`config.mk`:
```
export PLATFORM = sky130hd
export DESIGN_NAME = lsu
export DESIGN_NICKNAME = d
export VERILOG_FILES = /design/src/rtl/lsu_pkg.sv /design/src/rtl/lsu_align.sv /design/src/rtl/lsu.sv
export SDC_FILE = /design/constraint.sdc
export NUM_CORES = 1
export LEC_CHECK = 0
export BUFFER_PORTS_ARGS = -buffer_cell sky130_fd_sc_hd__buf_2
export CAP_MARGIN = 0
export CELL_PAD_IN_SITES_DETAIL_PLACEMENT = 2
export CELL_PAD_IN_SITES_GLOBAL_PLACEMENT = 2
export CORE_MARGIN = 3
export CORE_UTILIZATION = 27
export DETAILED_ROUTE_END_ITERATION = 10
export PLACE_DENSITY = 0.75
export RECOVER_POWER = 100
export SKIP_CTS_REPAIR_TIMING = 1
export SLEW_MARGIN = 10
export SYNTH_ARGS = -nofsm -noshare
export SYNTH_HDL_FRONTEND = slang
export SYNTH_SLANG_ARGS = --single-unit
export TNS_END_PERCENT = 20
```
`constraint.sdc`:
```
create_clock -name clk -period 3.1 [get_ports clk]
set_input_delay 0.31 -clock clk [delete_from_list [all_inputs] [get_ports clk]]
set_output_delay 0.31 -clock clk [all_outputs]
set_load 0.005 [all_outputs]
```
`src/rtl/lsu_pkg.sv`:
```
// lsu_pkg: shared op kinds, funct3 encodings and FSM states for the load/store unit
package lsu_pkg;
  typedef enum logic [1:0] {
    LOAD    = 2'd0,
    STORE   = 2'd1,
    FENCE   = 2'd2,
    ILLEGAL = 2'd3
  } lsu_kind_t;
  localparam logic [2:0] F3_B  = 3'b000;
  localparam logic [2:0] F3_H  = 3'b001;
  localparam logic [2:0] F3_W  = 3'b010;
  localparam logic [2:0] F3_BU = 3'b100;
  localparam logic [2:0] F3_HU = 3'b101;
  typedef enum logic [2:0] {
    S_IDLE,
    S_MEM,
    S_FLUSH_REQ,
    S_FLUSH_WAIT,
    S_RESP
  } lsu_state_t;
endpackage

```
`src/rtl/lsu_align.sv`:
```
// lsu_align: legality/alignment check, store formatting and load extraction
module lsu_align
  import lsu_pkg::*;
(
  input  lsu_kind_t   kind_i,
  input  logic [2:0]  funct3_i,
  input  logic [1:0]  addr_i,
  input  logic [31:0] wdata_i,
  input  logic [31:0] rdata_i,
  output logic        err_o,
  output logic [3:0]  be_o,
  output logic [31:0] wdata_o,
  output logic [31:0] rdata_o
);
  logic        f3_ok;
  logic        mis;
  logic [31:0] w;
  always_comb begin
    f3_ok   = kind_i == LOAD  ? funct3_i inside {F3_B, F3_H, F3_W, F3_BU, F3_HU} :
              kind_i == STORE ? funct3_i inside {F3_B, F3_H, F3_W} :
              kind_i == FENCE;
    // Halfword encodings share funct3[1:0]=01, word is 10; fences carry no size
    mis     = (kind_i == LOAD || kind_i == STORE) &&
              ((funct3_i[1:0] == 2'b01 && addr_i[0]) || (funct3_i[1:0] == 2'b10 && addr_i != 2'b00));
    err_o   = !f3_ok || mis;
    be_o    = kind_i != STORE   ? 4'b0000 :
              funct3_i == F3_B  ? 4'b0001 << addr_i :
              funct3_i == F3_H  ? 4'b0011 << addr_i : 4'b1111;
    wdata_o = funct3_i == F3_B ? {4{wdata_i[7:0]}} :
              funct3_i == F3_H ? {2{wdata_i[15:0]}} : wdata_i;
    w       = rdata_i >> {addr_i, 3'b000};
    rdata_o = funct3_i == F3_B  ? {{24{w[7]}}, w[7:0]} :
              funct3_i == F3_H  ? {{16{w[15]}}, w[15:0]} :
              funct3_i == F3_BU ? {24'd0, w[7:0]} :
              funct3_i == F3_HU ? {16'd0, w[15:0]} : w;
  end
endmodule

```
`src/rtl/lsu.sv`:
```
// lsu: load/store unit turning execute-stage ops into data-cache requests and FENCE flushes
module lsu
  import lsu_pkg::*;
#(
  parameter bit FENCE_FLUSH = 1'b1,
  parameter int ADDR_WIDTH  = 32
) (
  input  logic                  clk,
  input  logic                  rst_n,
  input  logic                  req_valid,
  output logic                  req_ready,
  input  logic [1:0]            req_kind,
  input  logic [2:0]            req_funct3,
  input  logic [ADDR_WIDTH-1:0] req_addr,
  input  logic [31:0]           req_wdata,
  input  logic [4:0]            req_rd,
  output logic                  resp_valid,
  output logic                  resp_err,
  output logic [4:0]            resp_rd,
  output logic [31:0]           resp_data,
  output logic                  dc_valid,
  output logic [ADDR_WIDTH-1:0] dc_addr,
  output logic [31:0]           dc_wdata,
  output logic [3:0]            dc_byte_enable,
  input  logic                  dc_ready,
  input  logic [31:0]           dc_rdata,
  output logic                  dc_flash,
  input  logic                  dc_flash_done
);
  lsu_state_t            state_q;
  lsu_kind_t             kind_q;
  logic [2:0]            f3_q;
  logic [ADDR_WIDTH-1:0] addr_q;
  logic [31:0]           wdata_q;
  logic [31:0]           data_q;
  logic [4:0]            rd_q;
  logic                  err_q;
  logic                  idle;
  logic                  err;
  lsu_kind_t             a_kind;
  logic [2:0]            a_f3;
  logic [1:0]            a_lo;
  logic [31:0]           fmt_wd;
  logic [31:0]           ld;
  logic [3:0]            be;
  // The checker sees the live request while idle and the held op otherwise
  assign idle   = state_q == S_IDLE;
  assign a_kind = idle ? lsu_kind_t'(req_kind) : kind_q;
  assign a_f3   = idle ? req_funct3 : f3_q;
  assign a_lo   = idle ? req_addr[1:0] : addr_q[1:0];
  lsu_align u_align (
    .kind_i  (a_kind),
    .funct3_i(a_f3),
    .addr_i  (a_lo),
    .wdata_i (wdata_q),
    .rdata_i (dc_rdata),
    .err_o   (err),
    .be_o    (be),
    .wdata_o (fmt_wd),
    .rdata_o (ld)
  );
  assign req_ready      = idle;
  assign dc_valid       = state_q == S_MEM;
  assign dc_flash       = state_q == S_FLUSH_REQ;
  assign resp_valid     = state_q == S_RESP;
  assign resp_err       = resp_valid & err_q;
  assign resp_rd        = resp_valid ? rd_q : '0;
  assign resp_data      = resp_valid ? data_q : '0;
  assign dc_addr        = dc_valid ? {addr_q[ADDR_WIDTH-1:2], 2'b00} : '0;
  assign dc_wdata       = dc_valid ? fmt_wd : '0;
  assign dc_byte_enable = dc_valid ? be : '0;
  always_ff @(posedge clk) begin
    if (!rst_n) begin
      state_q <= S_IDLE;
      kind_q  <= LOAD;
      f3_q    <= '0;
      addr_q  <= '0;
      wdata_q <= '0;
      data_q  <= '0;
      rd_q    <= '0;
      err_q   <= 1'b0;
    end else begin
      case (state_q)
        S_IDLE: if (req_valid) begin
          kind_q  <= a_kind;
          f3_q    <= req_funct3;
          addr_q  <= req_addr;
          wdata_q <= req_wdata;
          rd_q    <= (a_kind == LOAD && !err) ? req_rd : '0;
          data_q  <= '0;
          err_q   <= err;
          state_q <= err ? S_RESP : a_kind == FENCE ? (FENCE_FLUSH ? S_FLUSH_REQ : S_RESP) : S_MEM;
        end
        S_MEM: if (dc_ready) begin
          if (kind_q == LOAD) data_q <= ld;
          state_q <= S_RESP;
        end
        S_FLUSH_REQ:  state_q <= S_FLUSH_WAIT;
        S_FLUSH_WAIT: if (dc_flash_done) state_q <= S_RESP;
        S_RESP:       state_q <= S_IDLE;
        default:      state_q <= S_IDLE;
      endcase
    end
  end
endmodule
```
==> summary.txt, run 1 <==
outcome: completed
Netlist cell types: 61
largest net degree at the start of global routing: 79
Max Cap Viol: 0
Worst-Margin Slew: 0.974 ns
min-delay src: req_rd[3]
crit share post-route: 93.9%
layout cells sized above 1: 26.1%
Critical Path Slowest Stage Cell: or4b_4
Horiz. Die Dim: 153 um
HPWL Detailed: 16300 um
ANT nets after route: 0
initial antenna violation count: 7
Period minus WS final: 2.91 ns
GRT Overall Usage: 18.3%
Overall Power: 4.74 mW
hold path endpoint: rd_q[3]$_SDFFE_PN0P_
Startpoint Class: flip-flop
Placer Congestion: 0.823
routed wire length: 22200 um
Final Hold Viols: 0
Fin Setup TNS: 0 ns
final setup vio count: 0
register cell area after layout: 2200 um2
Detailed Route Iter0 Violations: 233
share of synthesized flip-flops with an asynchronous set or reset: 0%
Warnings, synthesis: 0
# DRC: 0
Layout Skew: 0.0148 ns
unrepaired setup endpoints after global routing: no
Main synth FF type: dfxtp_1
area grow syn2layout: 27.5%
clock latency at the later pin of the worst-skew pair: 0.37 ns
CTS tree: yes
Gate Count Post-Synth: 724
R2R depth: 9
CP cell instances: or4b_4 -> and2_4 -> inv_1 -> ha_1 -> o21ai_0 -> a21oi_1 -> buf_2
total gr overflow: 0
Hold Path Stages: 2
Die ar.: 23500 um2
worst hold path class: primary input to flip-flop
leakage: 3.25 nW
max_slew headroom: 35.1%
EDFF count, synth: 0
Placed Area: 7190 um2
starting density of the core: 27.7%
Fill cells: 2507
Pwr Density: 635 nW/um2
Nets: 1031
# clock sinks: 110
hold slack: 0.156 ns
vias per inst: 4.93
CTS Buffer Depth: 2
post-route cell area: 7460 um2
first-pass GRT wire length: 34600 um
worst path bufs/invs: 2
capturing point of the worst reg2reg path: data_q[20]$_SDFFE_PN0P_
Max IR drop VDD: 0.325 mV
Final Slew Violations: 0
root buffer cell: clkbuf_16
Synth Area per Inst: 8.09 um2
reg2reg setup slack: 0.21 ns
WS Path Type: flip-flop to primary output
Via Count: 5893
synthesized cell area: 5850 um2
launching point of the worst reg2reg path: state_q[2]$_SDFFE_PN0P_
drt first pass iters: 4
CP Capture Type: primary output
Chip Height: 153 um
DR WL/cell: 18.6 um
worst path arrival time: 2.60 ns
core area: 21200 um2
register area share after synthesis: 37.6%
Num CTS Buffers: 9
Critical Path RT: 2.79 ns
CP Max Fanout: 13
Crit path max-delay family: simple AND/OR/NAND/NOR gates
crit-path max cell delay: 0.64 ns
total number of H-tree levels: 3
Clock transition at path regs: 0.09 ns
multi-input logic area: 3360 um2
#FFs+latches synth: 110
# rows: 53
Buffers on Ports: 218
vias in the first global route: 6106
number of diodes: 0
# IOs: 221
Max Clk Rate: 343 MHz
Worst Setup SP: state_q[2]$_SDFFE_PN0P_
==> registers in the layout, summed over array words and instances, names as in the netlist <==
name	cells
data_q	32
wdata_q	32
state_q	3
addr_q	32
err_q	1
kind_q	2
rd_q	5
f3_q	3
==> kinds of logic (layout without fill, tap and decap cells) <==
logic type               count (synthesis)  in the layout  share of synthesized area [%]
flip-flops                             110            110                           37.6
AO/OA/AOI/OAI                          168            168                           22.0
AND/OR/NAND/NOR                        343            343                           28.0
adder cells (fa/ha/maj)                  4              4                          0.855
buffers and inverters                   64            260                           4.89
multiplexers                            34             34                           6.65
other                                    1              2                         0.0641
==> per-layer routing <==
layer / part of all wire [%] / vias up / wire length, um / track usage [%]
met1: 45 / 2848 / 10000 / 23.7
met5: 0.45 / - / 101 / 0
met3: 7.1 / 30 / 1590 / 5.95
met2: 46 / 155 / 10300 / 30.0
li1: - / 2846 / - / -
met4: 1.0 / 14 / 230 / 3.95
==> Yosys cell counts, types with 4 or more instances <==
| cell type | count | share of area, % |
|---|---|---|
| nand2_1 | 201 | 13 |
| dfxtp_1 | 110 | 38 |
| and2_1 | 80 | 8.5 |
| a21boi_0 | 70 | 9.0 |
| clkbuf_1 | 43 | 2.8 |
| nor2_1 | 27 | 1.7 |
| mux2i_1 | 24 | 4.1 |
| a21oi_1 | 18 | 1.5 |
| a221o_1 | 18 | 3.1 |
| a211oi_1 | 13 | 1.7 |
| o21ai_1 | 8 | 0.68 |
| and3_1 | 6 | 0.64 |
| buf_2 | 6 | 0.51 |
| o21ai_0 | 6 | 0.51 |
| o31ai_1 | 6 | 0.77 |
| a221oi_1 | 5 | 0.75 |
| a32o_1 | 5 | 0.85 |
| nand3b_1 | 5 | 0.64 |
| buf_4 | 4 | 0.51 |
| ha_1 | 4 | 0.85 |
| nand2b_1 | 4 | 0.43 |
| nor3b_1 | 4 | 0.51 |
==> where the power goes <==
part           internal, mW  leakage, nW  switching (mW)
combinational         0.608         2.19            1.08
sequential             1.58        0.898           0.142
clock                 0.731        0.165           0.610
total                  2.91         3.25            1.83
==> metrics by stage <==
| step | util [%] | cells | worst slack, ns |
|---|---|---|---|
| finish | 35.3 | 1196 | 0.188 |
| global route | 35.3 | 1196 | 0.0227 |
| CTS | 35.6 | 1193 | 0.0401 |
| detailed placement | 34.0 | 1177 | 0.425 |
| global placement | 34.0 | 1177 | 0.531 |
| floorplan | - | 725 | 0.339 |
==> cells in the final DEF, fill, tap and decap left out, types with 25 or more instances in the layout <==
master | Yosys | final
a21boi_0 | 70 | 70
and2_1 | 80 | 30
nor2_1 | 27 | 28
dfxtp_1 | 110 | 110
buf_2 | 6 | 179
clkbuf_1 | 43 | 35
mux2i_1 | 24 | 25
nand2_1 | 201 | 201
and2_0 | 0 | 49
==> how the worst max path moves through the flow <==
| stage | cells after the start | end | slack [ns] |
|---|---|---|---|
| final | 7 | dc_byte_enable[3] | 0.19 |
| after global routing | 9 | data_q[25]$_SDFFE_PN0P_ | 0.02 |
| after CTS | 8 | dc_wdata[28] | 0.04 |
| after detailed placement | 8 | state_q[0]$_SDFFE_PN0P_ | 0.42 |
| after global placement | 8 | dc_wdata[28] | 0.53 |
| after floorplan | 10 | state_q[0]$_SDFFE_PN0P_ | 0.34 |
==> layout make-up <==
type / instances / area share [%]
clock buffer: 9 / 3.02
clock inverter: 7 / 1.46
inverter: 5 / 0.251
multi-input combinational: 551 / 45.0
sequential: 110 / 29.5
tap: 275 / 4.61
timing repair buffer: 239 / 16.1
No activity file was read; power rests on OpenSTA's default activity.
==> run 2, diff against run 1 <==
--- a/config.mk
+++ b/config.mk
@@ -10,9 +10,9 @@
 export CELL_PAD_IN_SITES_DETAIL_PLACEMENT = 2
 export CELL_PAD_IN_SITES_GLOBAL_PLACEMENT = 2
 export CORE_MARGIN = 3
-export CORE_UTILIZATION = 27
+export CORE_UTILIZATION = 25
 export DETAILED_ROUTE_END_ITERATION = 10
-export PLACE_DENSITY = 0.75
+export PLACE_DENSITY = 0.7
 export RECOVER_POWER = 100
 export SKIP_CTS_REPAIR_TIMING = 1
 export SLEW_MARGIN = 10
==> run 2 against run 1 <==
Critical path depth did not move. Design area barely moved. Global-route usage fell by 0.81 points. Sequential share of layout area barely moved.
==> summary.txt, run 2 (synthesis results as in run 1) <==
outcome: completed
biggest regs: addr_q (32), data_q (32), wdata_q (32)
vias in the first global route: 6248
HPWL Detailed: 16600 um
final setup vio count: 0
worst hold path class: primary input to flip-flop
root buffer cell: clkbuf_16
CP Capture Type: primary output
starting density of the core: 25.6%
ANT nets after route: 0
worst path arrival time: 2.62 ns
dpl ws: 0.419 ns
Final Hold Viols: 0
Buffers on Ports: 218
initial antenna violation count: 8
Chip Height: 159 um
Period minus WS final: 2.93 ns
drt first pass iters: 4
Horiz. Die Dim: 159 um
max_slew headroom: 3.99%
Die ar.: 25300 um2
Pwr Density: 624 nW/um2
vias per inst: 4.75
unrepaired setup endpoints after global routing: no
WS Path Type: flip-flop to primary output
Critical Path Slowest Stage Cell: or4b_4
Placer Congestion: 0.773
Final Slew Violations: 0
commonest non-fill, non-tap cell in the layout: nand2_1
crit share post-route: 94.4%
Switching Share: 38.9%
core area: 22800 um2
P_int: 2.85 mW
GRT Overall Usage: 17.5%
Critical Path RT: 2.79 ns
# DRC: 0
switching pwr: 1.81 mW
Via Count: 5850
CTS Buffer Depth: 2
CP Max Fanout: 13
Max Clk Rate: 342 MHz
Startpoint Class: flip-flop
CP cell instances: or4b_4 -> and2_2 -> inv_1 -> ha_1 -> mux2i_1 -> a21oi_1 -> clkbuf_1
Fin Setup TNS: 0 ns
clock latency at the later pin of the worst-skew pair: 0.36 ns
worst path bufs/invs: 2
Worst-Margin Slew: 1.44 ns
total number of H-tree levels: 3
Overall Power: 4.67 mW
# clock sinks: 110
Nets: 1027
first-pass GRT wire length: 35700 um
most frequent cells in the layout: nand2_1, buf_2, dfxtp_1
sequential share of power: 36.9%
Max Cap Viol: 0
total gr overflow: 0
Num CTS Buffers: 9
Max IR drop VDD: 0.277 mV
Clock transition at path regs: 0.08 ns
largest net degree at the start of global routing: 79
Fill cells: 2774
CTS tree: yes
leakage: 3.17 nW
# rows: 55
crit-path max cell delay: 0.62 ns
logic gate share of total power: 35.8%
area grow syn2layout: 27.6%
routed wire length: 22500 um
DR WL/cell: 18.2 um
layout cells sized above 1: 24.5%
setup ws final: 0.174 ns
Detailed Route Iter0 Violations: 204
Layout Skew: 0.00912 ns
Clock power frac: 27.3%
# IOs: 221
Crit path max-delay family: simple AND/OR/NAND/NOR gates
run 2: cell count changes in the layout (fill, tap and decap cells not counted), sizes merged:
cell / previous run / this run
clkinv: 0 / 2
diode: 0 / 2
buf: 194 / 180
bufinv: 2 / 1
inv: 10 / 7
clkbuf: 54 / 66
run 2: per-stage QoR:
stage	cell area (um2)	utilization (%)	instances	hold WS, ns
floorplan	5860	-	725	0.417
global placement	7230	31.6	1214	0.435
detailed placement	7230	31.6	1214	0.444
CTS	7550	33.0	1230	0.149
global route	7470	32.7	1231	0.177
finish	7470	32.7	1232	0.162
run 2: final timing paths:
path / slack (ns) / cells past startpoint / from / end
max: 0.17 / 7 / state_q[1]$_SDFFE_PN0P_ / dc_byte_enable[2]
min: 0.16 / 2 / req_rd[4] / rd_q[4]$_SDFFE_PN0P_
max reg2reg: 0.32 / 8 / state_q[1]$_SDFFE_PN0P_ / state_q[2]$_SDFFE_PN0P_
min reg2reg: 0.46 / 2 / data_q[15]$_SDFFE_PN0P_ / data_q[15]$_SDFFE_PN0P_
run 2: metal layers:
metal  up-vias  wire, um  global-route usage [%]
li1       2839         -                       -
met1      2796     10500                    22.4
met2       165     10100                    29.1
met3        36      1380                    4.79
met4        14       455                    5.05
met5         -        77                       0
run 2: area by class of cell:
class | count | area [um2] | share of cell area [%]
multi-input cells | 551 | 3370 | 45.2
flip-flops and latches | 110 | 2200 | 29.5
repair buffers | 235 | 1160 | 15.5
well taps | 313 | 392 | 5.24
clock buffers | 11 | 253 | 3.38
clock inverters | 5 | 65.1 | 0.871
inverters | 5 | 18.8 | 0.251
diodes | 2 | 5.00 | 0.0670
run 2: power groups by stage:
| stage | Clock [mW] | Combinational, mW | Sequential (mW) |
|---|---|---|---|
| after floorplan | 0 | 1.19 | 1.68 |
| after global placement | 0 | 1.70 | 1.75 |
| after detailed placement | 0 | 1.72 | 1.76 |
| after CTS | 1.32 | 1.73 | 1.73 |
| after global routing | 1.36 | 1.89 | 1.75 |
| final | 1.27 | 1.67 | 1.72 |
==> run 3, diff against run 2 <==
--- a/config.mk
+++ b/config.mk
@@ -5,6 +5,7 @@
 export SDC_FILE = /design/constraint.sdc
 export NUM_CORES = 1
 export LEC_CHECK = 0
+export ABC_AREA = 1
 export BUFFER_PORTS_ARGS = -buffer_cell sky130_fd_sc_hd__buf_2
 export CAP_MARGIN = 0
 export CELL_PAD_IN_SITES_DETAIL_PLACEMENT = 2
@@ -12,7 +13,7 @@
 export CORE_MARGIN = 3
 export CORE_UTILIZATION = 25
 export DETAILED_ROUTE_END_ITERATION = 10
-export PLACE_DENSITY = 0.7
+export PLACE_DENSITY = 0.76
 export RECOVER_POWER = 100
 export SKIP_CTS_REPAIR_TIMING = 1
 export SLEW_MARGIN = 10
==> run 3 against run 2 <==
Synthesized area increased by 3.5%. Die area rose by 3.4%. Largest cell class unchanged. First-iteration DRC count up 34%. Sequential share of layout area fell by 0.41 points. Combinational power is 120% higher. Fmax grew 4.0%. Core utilization is 0.64 points lower.
==> summary.txt, run 3 <==
launching point of the worst reg2reg path: state_q[1]$_SDFFE_PN0P_
min-delay src: req_wdata[22]
EDFF count, synth: 0
Synth Area per Inst: 6.21 um2
Max Clk Rate: 355 MHz
Warnings, synthesis: 0
Via Count: 6850
layout cells sized above 1: 17.2%
DR WL/cell: 16.3 um
dpl ws: 0.501 ns
Clock transition at path regs: 0.09 ns
# rows: 56
worst path arrival time: 2.50 ns
area leader, netlist: dfxtp_1
ANT nets after route: 0
biggest regs: addr_q (32), data_q (32), wdata_q (32)
CP Capture Type: primary output
routed wire length: 24300 um
CTS Buffer Depth: 2
share of synthesized flip-flops with an asynchronous set or reset: 0%
setup ws final: 0.287 ns
drt first pass iters: 4
worst hold path class: primary input to flip-flop
vias in the first global route: 7143
final setup vio count: 0
Chip Height: 162 um
Nets: 1275
Critical Path RT: 2.79 ns
Max Cap Viol: 0
Placer Congestion: 0.817
GRT Overall Usage: 18.4%
max_slew headroom: 34.1%
most frequent cells in the layout: nand2_1, nor2_1, inv_1
CP Max Fanout: 53
largest net degree at the start of global routing: 69
Main synth FF type: dfxtp_1
Startpoint Class: flip-flop
area grow syn2layout: 24.9%
# DRC: 0
WS Path Type: flip-flop to primary output
# IOs: 221
Gate Count Post-Synth: 976
Worst Setup SP: state_q[2]$_SDFFE_PN0P_
Period minus WS final: 2.81 ns
Final Slew Violations: 0
multi-input logic area: 3020 um2
commonest non-fill, non-tap cell in the layout: nand2_1
Max IR drop VDD: 0.312 mV
crit share post-route: 90.7%
total gr overflow: 0
top-count cell post-synth: nand2_1
leakage: 3.38 nW
Detailed Route Iter0 Violations: 274
Buffers on Ports: 218
largest cells by area after synthesis: dfxtp_1, nand2_1, nor2_1, a21oi_1, inv_1
clock latency at the later pin of the worst-skew pair: 0.37 ns
total number of H-tree levels: 3
register cell area after layout: 2200 um2
R2R depth: 8
# clock sinks: 110
Hold Path Stages: 3
starting density of the core: 25.7%
initial antenna violation count: 9
Layout Skew: 0.0198 ns
Die ar.: 26100 um2
root buffer cell: clkbuf_16
outcome: completed
unrepaired setup endpoints after global routing: no
HPWL Detailed: 18600 um
register area share after synthesis: 36.3%
top cells by count, synth: nand2_1, nor2_1, inv_1, dfxtp_1, a21oi_1
Num CTS Buffers: 9
synthesized cell area: 6060 um2
Pwr Density: 905 nW/um2
Horiz. Die Dim: 162 um
core area: 23600 um2
Fin Setup TNS: 0 ns
top cell type's share of synthesized area: 36.3%
Final Hold Viols: 0
#FFs+latches synth: 110
CTS tree: yes
Netlist cell types: 31
first-pass GRT wire length: 38500 um
Fill cells: 3059
Worst-Margin Slew: 0.989 ns
vias per inst: 4.61
==> run 3: cell count changes in the layout (fill, tap and decap cells not counted), moves of 37 or more <==
cell / previous run / this run
nand3_1: 1 / 48
o21ai_0: 12 / 86
inv_1: 3 / 135
and2_0: 44 / 0
a21boi_0: 70 / 1
buf_2: 166 / 129
nor2_1: 27 / 174
a21oi_1: 18 / 103
==> run 3: metal layers <==
metal	GRT usage, %	up-vias	wire length (um)
met5	0	-	85
met3	6.15	24	1760
met2	31.9	156	11700
li1	-	3410	-
met1	22.5	3246	10600
met4	3.14	14	180
==> run 3: logic make-up (layout without fill, tap and decap cells) <==
group	count (synthesis)	count (layout)	share of synthesized area, %
AOI/OAI and AO/OA	208	208	17.7
adders and majority gates	4	4	0.826
buffers and inverters	204	392	13.8
DFF	110	110	36.3
other	1	3	0.0619
and+or+nand+nor	449	449	31.3
==> run 3: path summary, 6_finish.rpt <==
path                                   end  slack (ns)
hold / removal    wdata_q[22]$_SDFFE_PN0P_        0.16
setup reg to reg  wdata_q[31]$_SDFFE_PN0P_        0.40
setup / recovery              dc_wdata[13]        0.29
hold reg to reg    addr_q[27]$_SDFFE_PN0P_        0.46
==> run 3: cell type report <==
cell class	count	area share [%]
inverter	141	7.06
clock buffer	9	2.97
tap	319	5.27
multi-input combinational	663	39.9
timing repair buffer	235	14.7
sequential	110	29.1
antenna	1	0.0331
clock inverter	7	1.01
==> run 3: worst max-delay path: stages, from the launching register on <==
cell and delay, ns:
dfxtp_1 0.33, inv_1 0.22, nand2_1 0.16, nor2_1 0.31, buf_4 0.26, inv_2 0.08, buf_4 0.31, a21oi_1 0.32
clkbuf_1 0.15
==> run 3: where the power goes <==
part	switching, mW	internal, mW
Combinational	2.71	1.03
Sequential	0.157	1.75
Clock	0.632	0.574
==> run 3: stage by stage <==
step	hold slack [ns]	utilization (%)	cell area [um2]	power, mW	instances
4_1_cts	0.151	32.4	7660	6.99	1481
6_report	0.165	32.1	7570	6.85	1485
5_1_grt	0.167	32.1	7570	7.56	1485
3_5_place_dp	0.449	31.1	7350	5.74	1465
3_3_place_gp	0.439	31.1	7350	5.63	1465
2_1_floorplan	0.425	-	6060	4.63	977
